--- config.mk ---
export PLATFORM = sky130hd
export DESIGN_NAME = nmos_dyn_demux
export DESIGN_NICKNAME = d
export VERILOG_FILES = /design/src/rtl/nmos_dyn_demux.sv
export SDC_FILE = /design/constraint.sdc
export NUM_CORES = 1
export LEC_CHECK = 0
export CORE_AREA = 8 8 45 47
export CTS_CLUSTER_DIAMETER = 150
export DETAILED_ROUTE_END_ITERATION = 7
export DIE_AREA = 0 0 53 55
export PLACE_DENSITY = 0.49
export SLEW_MARGIN = 5
export SYNTH_ARGS = -nofsm -noshare
export SYNTH_HDL_FRONTEND = slang
export SYNTH_SLANG_ARGS = --single-unit
export TNS_END_PERCENT = 20
--- constraint.sdc ---
create_clock -name main_clk -period 1.3 [get_ports main_clk]
set_clock_uncertainty 0.05 [all_clocks]
set_input_delay 0.325 -clock main_clk [delete_from_list [all_inputs] [get_ports main_clk]]
set_output_delay 0.325 -clock main_clk [all_outputs]
set_load 0.05 [all_outputs]
--- src/rtl/nmos_dyn_demux.sv ---
// Write-side demux onto three NMOS-style dynamic storage nodes.
// Each node precharges to ones, is pulled down by a write, and leaks to zeros without refresh.
module nmos_dyn_demux #(
    parameter int unsigned W         = 1,
    parameter int unsigned DECAY_CYC = 0
) (
    input  logic         main_clk,
    input  logic         main_rst,
    input  logic [W-1:0] D,
    input  logic         SA,
    input  logic         SB,
    input  logic         SC,
    input  logic         PC,
    output logic [W-1:0] QA,
    output logic [W-1:0] QB,
    output logic [W-1:0] QC,
    output logic [2:0]   VLD
);

    localparam int unsigned AGE_W = (DECAY_CYC < 1) ? 1 : $clog2(DECAY_CYC + 1);
    localparam logic [AGE_W-1:0] AGE_MAX = AGE_W'(DECAY_CYC);
    localparam bit DECAY_EN = (DECAY_CYC != 0);

    logic [2:0] sel;
    assign sel = {SC, SB, SA};

    for (genvar n = 0; n < 3; n++) begin : g_node
        logic [W-1:0]     q_r;
        logic             vld_r;
        logic [AGE_W-1:0] age_r;
        logic [AGE_W-1:0] age_inc;

        assign age_inc = age_r + AGE_W'(1);

        // Write dominates precharge; leakage only acts on an unrefreshed, valid node.
        always_ff @(posedge main_clk) begin
            if (main_rst) begin
                q_r   <= {W{1'b1}};
                vld_r <= 1'b0;
                age_r <= '0;
            end else if (sel[n]) begin
                q_r   <= D;
                vld_r <= 1'b1;
                age_r <= '0;
            end else if (PC) begin
                q_r   <= {W{1'b1}};
                vld_r <= 1'b1;
                age_r <= '0;
            end else if (DECAY_EN && vld_r) begin
                if (age_inc == AGE_MAX) begin
                    q_r   <= '0;
                    vld_r <= 1'b0;
                    age_r <= AGE_MAX;
                end else begin
                    age_r <= age_inc;
                end
            end
        end
    end

    assign QA  = g_node[0].q_r;
    assign QB  = g_node[1].q_r;
    assign QC  = g_node[2].q_r;
    assign VLD = {g_node[2].vld_r, g_node[1].vld_r, g_node[0].vld_r};

endmodule

### After elaboration in Yosys (flattened, before gate mapping)

Index checks and enable logic that the tools add are counted.

| operators by class | value |
|---|---|
| reductions and logical operators | 3 |
| multiplexer cells | 7 |

Operators with widths:

| operator | count |
|---|---|
| 1-bit two-way mux | 7 |
| 2-bit nonzero test | 3 |

| word-level totals | value |
|---|---|
| output and inout port bits | 6 |
| logic and storage cells | 16 |
| bits of input ports | 7 |
| bits in registers | 6 |

### Logic depth before layout (Yosys ltp)

Gate-level depths: netlist of the first run.

| logic depth | value |
|---|---|
| depth after elaboration | 2 |
| gate-level depth with buffers | 3 |
| gate-level depth less buffers | 2 |

### Least setup slack after synthesis of the first run

OpenSTA, ideal clock, no wires.

| timing path | value |
|---|---|
| kind | register to register |
| start point | register, netlist name QB |
| end point | register g_node[1].q_r (netlist: QB) |
| stages on the path, launching flop included | 3 |
| data required time | 1.128 ns |
| setup slack | 0.298 ns |
| buffers on the path | 0 |
| arrival | 0.829 ns |
| library setup time | 0.122 ns |
| period minus slack after synthesis | 1.002 ns |
| path through | dfxtp_1 > nor4_1 > nor2_1 |

RTL lines:

| what | RTL line | source |
|---|---|---|
| end signal, assigned | 38 | `q_r <= {W{1'b1}};` |
| end signal, assigned | 46 | `q_r <= {W{1'b1}};` |
| end, declared | 28 | `logic [W-1:0] q_r;` |

### Worst setup path in the final report of the first run

| timing path | value |
|---|---|
| start point | register g_node[2].q_r (netlist: QC) |
| end point | output port QC |

RTL lines:

| what | RTL line | source |
|---|---|---|
| start, declared | 28 |  |
| start signal, assigned | 38 |  |
| start signal, assigned | 46 |  |
| end, declared | 16 | `output logic [W-1:0] QC,` |

No word-level cell between the ends.

==> summary.md, run 1 <==
| Metric | Value |
|---|---|
| Outcome | complete, no violations |
| Syn_area_per_cell | 9.06 um^2 |
| Largest family of logic cells by synthesized area | simple AND/OR/NAND/NOR gates |
| Post-synthesis xor/xnor area fraction | 0% |
| Root Driver | clkbuf_4 |
| Largest net degree at the start of global routing | 9 |
| Crit path arrival time | 780 ps |
| Number of diodes | 0 |
| R2R setup slack | 450 ps |
| Setup CP Type | flip-flop to primary output |
| Crit path cell chain | buf_12 |
| Hold Buf Count CTS | 0 |
| Register bit total from synthesis | 6 |
| DR pass1 iterations | 2 |
| Simple-Gate Fraction of Synth Area | 34.8% |
| Slew Viols, Final | 0 |
| Compound-Gate Fraction of Synth Area | 0% |
| MaxCap Viol Count | 0 |
| Critical path's slowest cell | dfxtp_1 |
| Port Buffers | 12 |
| CP Capture Type | primary output |
| Hold WC Path Type | flip-flop to flip-flop |
| H-tree levels | 1 |
| Setup crit start kind | flip-flop |
| Rel. slew slack | 81.7% |
| Core area | 1380 um^2 |
| Worst Path Required | 930 ps |
| TritonCTS clock tree | yes |
| CP max stage delay | 380 ps |
| Horiz. Die Dim | 53 um |
| Post-Layout Cell Count | 53 |
| Syn_nets | 32 |
| Peak supply drop | 0.356 mV |
| Die ar. | 2920 um^2 |
| Initial Util | 16.4% |
| Postcts setup bufs | 0 |
| Fmax achieved | 864 MHz |
| DRC errors left | 0 |
| CTS max path bufs | 2 |
| Number of fill cells | 146 |
| Register area | 120 um^2 |
| Detail Route Antenna Nets | 0 |
| Final wirelength | 539 um |
| # IOs | 13 |
| First-pass GRT wire length | 986 um |
| Syn-to-layout area delta | 89.5% |
| GRT Overall Usage | 5.14% |
| Drt first-iter violations | 3 |
| Fin. Hold Viols | 0 |
| CTS sink count | 6 |
| Die height | 55 um |
| Total Power | 502 uW |
| Top delay family on crit path | flip-flops |
| Via/cell ratio | 3.98 |
| Worst slew pin tran | 273 ps |
| GP Congestion | 0.707 |
| Yosys top cell area share | 53.0% |
| Synth Area in Adders | 0% |
| Ranking of synthesized cells by area | dfxtp_1 53%, buf_4 9.9%, nor2_1 9.9%, nor3b_1 9.9%, nor4_1 8.3% |
| Final Critical Period | 1160 ps |
| Buf/Inv on CP | 1 |
| Max FO, Critical Path | 2 |
| PwrDens | 1170 nW/um^2 |
| Total number of vias | 211 |
| Cell accounting for the most synthesized area | dfxtp_1 |
| Final setup violation count | 0 |
| Clock transition at the registers of the reported paths | 50 ps |
| GR Overflow Total | 0 |
| Share of post-route cells with drive strength above 1 | 27.0% |
| Vias in the first global route | 241 |
| CTS buffer count | 3 |
| Placed cell count | 50 |
| Leakage | 0.167 nW |
| Mapped cell area | 226 um^2 |
| Std-Cell Rows | 14 |
| Sequential share of the synthesized area | 53.0% |
| Yosys warns | 0 |
| Dpl hpwl | 447 um |
| Synth unique cells | 7 |
| Initial antenna violation count | 0 |
| Routed WL per cell | 10.2 um |
| Cells after Synth | 25 |
| Layout Nets | 46 |
| Mux contribution to synthesized area | 0% |
| Area occupied by multi-input gates | 78.8 um^2 |
| Period utilization | 89.0% |
| Post-CTS Resized | 0 |
| RSZ-0062 raised after global routing | no |
| Worst-Skew Late Latency | 240 ps |
-- cell usage after synthesis --
cell type / instances
nor3b_1: 3
nor3_1: 3
buf_2: 1
buf_4: 3
nor2_1: 6
nor4_1: 3
dfxtp_1: 6
-- power by group --
group / internal, mW / switching, mW / leakage [nW]
sequential: 0.196 / 0.0114 / 0.0501
combinational: 0.0650 / 0.0581 / 0.103
clock: 0.104 / 0.0673 / 0.0138
total: 0.365 / 0.137 / 0.167
-- registers in the layout, summed over array words and instances (netlist names) --
register      cells
QB                1
QA                1
QC                1
g_node.vld_r      3
-- cell type report --
type	count	area share [%]
Sequential cell	6	28.0
Tap cell	16	4.66
Timing Repair Buffer	13	43.7
Multi-Input combinational cell	15	18.4
Clock buffer	3	5.25
-- worst register-to-register path, stage by stage (launching register included) --
cell and delay [ps]:
dfxtp_1 330, nor4_1 280, nor2_1 70
-- logic make-up (layout without fill, tap and decap cells) --
family | count (synthesis) | count (layout)
and+or+nand+nor | 15 | 15
DFF | 6 | 6
buffers and inverters | 4 | 16
-- layer usage --
layer | wire length (um) | global-route usage (%)
met1 | 189 | 4.10
met2 | 249 | 6.84
met3 | 90 | 4.55
met4 | 10 | 6.47
met5 | 0 | 0
-- cells in the final DEF (no fill, tap or decap) --
master           Yosys  routed
buf_12               0       6
buf_4                3       1
clkbuf_4             0       3
clkdlybuf4s50_1      0       6
dfxtp_1              6       6
nor2_1               6       6
nor3_1               3       3
nor3b_1              3       3
nor4_1               3       3
-- worst paths after layout --
check	startpoint	end	cells past startpoint
max	QC	QC	1
min	g_node[0].vld_r	g_node[0].vld_r	2
min reg2reg	g_node[0].vld_r	g_node[0].vld_r	2
max reg2reg	QB	QB	2
-- per-stage QoR --
step | cell area [um^2] | hold WS (ps) | worst slack (ps) | util [%] | setup TNS [ps]
detailed placement | 407 | 486 | -81.9 | 29.4 | -240
CTS | 429 | 498 | 136 | 31.0 | 0
finish | 429 | 488 | 143 | 31.0 | 0
global route | 429 | 531 | 92.8 | 31.0 | 0
floorplan | 226 | 395 | 298 | - | 0
global placement | 407 | 477 | -78.9 | 29.4 | -242
(Power assumes the default switching activity.)
==> run 2, diff against run 1 <==
PLACE_DENSITY = 0.42   (was 0.49)
==> run 2 against run 1 <==
Effect of this change:
- critical path depth is the same
- final cell count is the same
- wire length grew 10%
- largest cell class unchanged
- fmax grew 0.99%
- utilization is the same
- die area is the same
==> summary.md, run 2 (synthesized netlist as in run 1, its figures left out) <==
| Metric | Value |
|---|---|
| Outcome | complete, no violations |
| CP max stage delay | 380 ps (about the same) |
| Detail Route Antenna Nets | 0 (unchanged) |
| GRT Overall Usage | 4.70% (-0.44 points) |
| TritonCTS clock tree | yes |
| Flop pwr share | 41.6% (+0.3 points) |
| Internal Power | 365 uW (about the same) |
| RSZ-0062 raised after global routing | no |
| # IOs | 13 (unchanged) |
| Critical path's slowest cell | dfxtp_1 |
| Top delay family on crit path | flip-flops |
| CTS sink count | 6 (unchanged) |
| Setup CP Type | flip-flop to primary output |
| Total number of vias | 197 (-6.6%) |
| CTS max path bufs | 2 (unchanged) |
| Max FFs per register | 3 (unchanged) |
| Via/cell ratio | 3.72 (-6.6%) |
| Period utilization | 88.1% (-0.87 points) |
| Std-Cell Rows | 14 (unchanged) |
| Number of fill cells | 145 (-0.68%) |
| Worst-Skew Late Latency | 240 ps (about the same) |
| Rel. slew slack | 82.4% (+0.67 points) |
| Peak supply drop | 0.314 mV (-12%) |
| Initial antenna violation count | 0 (unchanged) |
| DR pass1 iterations | 2 (unchanged) |
| Drt first-iter violations | 5 (+2) |
| Hold Buf Count CTS | 0 (unchanged) |
| Die ar. | 2920 um^2 (unchanged) |
| Largest Register | g_node.vld_r |
| Commonest non-fill, non-tap cells in the layout | 6 x dfxtp_1, 6 x nor2_1, 6 x clkdlybuf4s50_1, 6 x buf_12 |
| Buf/Inv on CP | 1 (unchanged) |
| GR Overflow Total | 0 (unchanged) |
| Max FO, Critical Path | 2 (unchanged) |
| Share of post-route cells with drive strength above 1 | 27.0% (unchanged) |
| Postcts setup bufs | 0 (unchanged) |
| P_sw | 135 uW (-1.6%) |
| Worst slew pin tran | 263 ps (-9.95 ps) |
| PwrDens | 1160 nW/um^2 (-0.48%) |
| Fin Hold WS | 498 ps (+10.2 ps) |
| Crit path cell chain | buf_12 |
| Horiz. Die Dim | 53 um (unchanged) |
| Gate power share | 24.7% (+0.2 points) |
| First-pass GRT wire length | 862 um (-13%) |
| Leakage | 0.167 nW (unchanged) |
| Final wirelength | 593 um (+10%) |
| Number of diodes | 0 (unchanged) |
| Setup crit start kind | flip-flop |
| MaxCap Viol Count | 0 (unchanged) |
| Fmax achieved | 873 MHz (+0.99%) |
| Dpl ws | -72.6 ps (+9.36 ps) |
| GP Congestion | 0.686 (-2.8%) |
| Root Driver | clkbuf_4 |
| Vias in the first global route | 191 (-21%) |
| Post-CTS Resized | 0 (unchanged) |
| Worst Path Required | 930 ps (about the same) |
| Initial Util | 16.4% (unchanged) |
| CTS buffer count | 3 (unchanged) |
| Clock transition at the registers of the reported paths | 40 ps (about the same) |
| Final setup violation count | 0 (unchanged) |
| Sw Share | 26.9% (-0.30 points) |
| Largest net degree at the start of global routing | 9 (unchanged) |
| Crit path arrival time | 770 ps (about the same) |
| Slew Viols, Final | 0 (unchanged) |
| Port Buffers | 12 (unchanged) |
| Routed WL per cell | 11.2 um (+10%) |
| Hold WC Path Type | flip-flop to flip-flop |
| Syn-to-layout area delta | 89.5% (unchanged) |
| Clk pwr share | 33.7% (-0.5 points) |
| Worst setup margin | 154 ps (+11.4 ps) |
| DRC errors left | 0 (unchanged) |
| H-tree levels | 1 (unchanged) |
| Layout Nets | 46 (unchanged) |
| Fin. Hold Viols | 0 (unchanged) |
| Core area | 1380 um^2 (unchanged) |
| CP Capture Type | primary output |
| Die height | 55 um (unchanged) |
| Final Critical Period | 1150 ps (-11.4 ps) |
-- run 2: worst register-to-register path, cell delays in order (launching register included) --
cell	delay (ps)
dfxtp_1	330
nor4_1	300
nor2_1	60
-- run 2: final timing paths --
| path | start | end | slack [ps] | cells after the start |
|---|---|---|---|---|
| min reg2reg | g_node[2].vld_r | g_node[2].vld_r | 500 | 2 |
| min | g_node[2].vld_r | g_node[2].vld_r | 500 | 2 |
| max | QA | QA | 150 | 1 |
| max reg2reg | QA | QA | 440 | 2 |
-- run 2: cell type report --
type / count / area (um^2) / share of cell area [%]
Sequential cell: 6 / 120 / 28.0
Tap cell: 16 / 20.0 / 4.66
Clock buffer: 3 / 22.5 / 5.25
Multi-Input combinational cell: 15 / 78.8 / 18.4
Timing Repair Buffer: 13 / 188 / 43.7
-- run 2: layer usage --
| metal | GRT usage, % | up-vias | part of all wire, % |
|---|---|---|---|
| met4 | 7.76 | 0 | 3.2 |
| met2 | 7.81 | 4 | 60 |
| met5 | 0 | - | 0 |
| met1 | 3.34 | 82 | 34 |
| li1 | - | 109 | - |
| met3 | 1.60 | 2 | 2.7 |
-- run 2: power by group through the flow --
stage          clock network [mW]  logic (mW)  registers, mW
3_3_place_gp                    0       0.124          0.211
6_report                    0.169       0.123          0.208
3_5_place_dp                    0       0.124          0.212
4_1_cts                     0.178       0.124          0.208
2_1_floorplan                   0      0.0467          0.220
5_1_grt                     0.194       0.128          0.208
-- run 2: stage by stage --
stage               setup TNS, ps  std cells  instance area (um^2)  util [%]  power, mW
floorplan                       0         25                   226         -      0.267
global placement             -146         50                   407      29.4      0.335
finish                          0         53                   429      31.0      0.500
CTS                             0         53                   429      31.0      0.511
detailed placement           -192         50                   407      29.4      0.336
global route                    0         53                   429      31.0      0.531
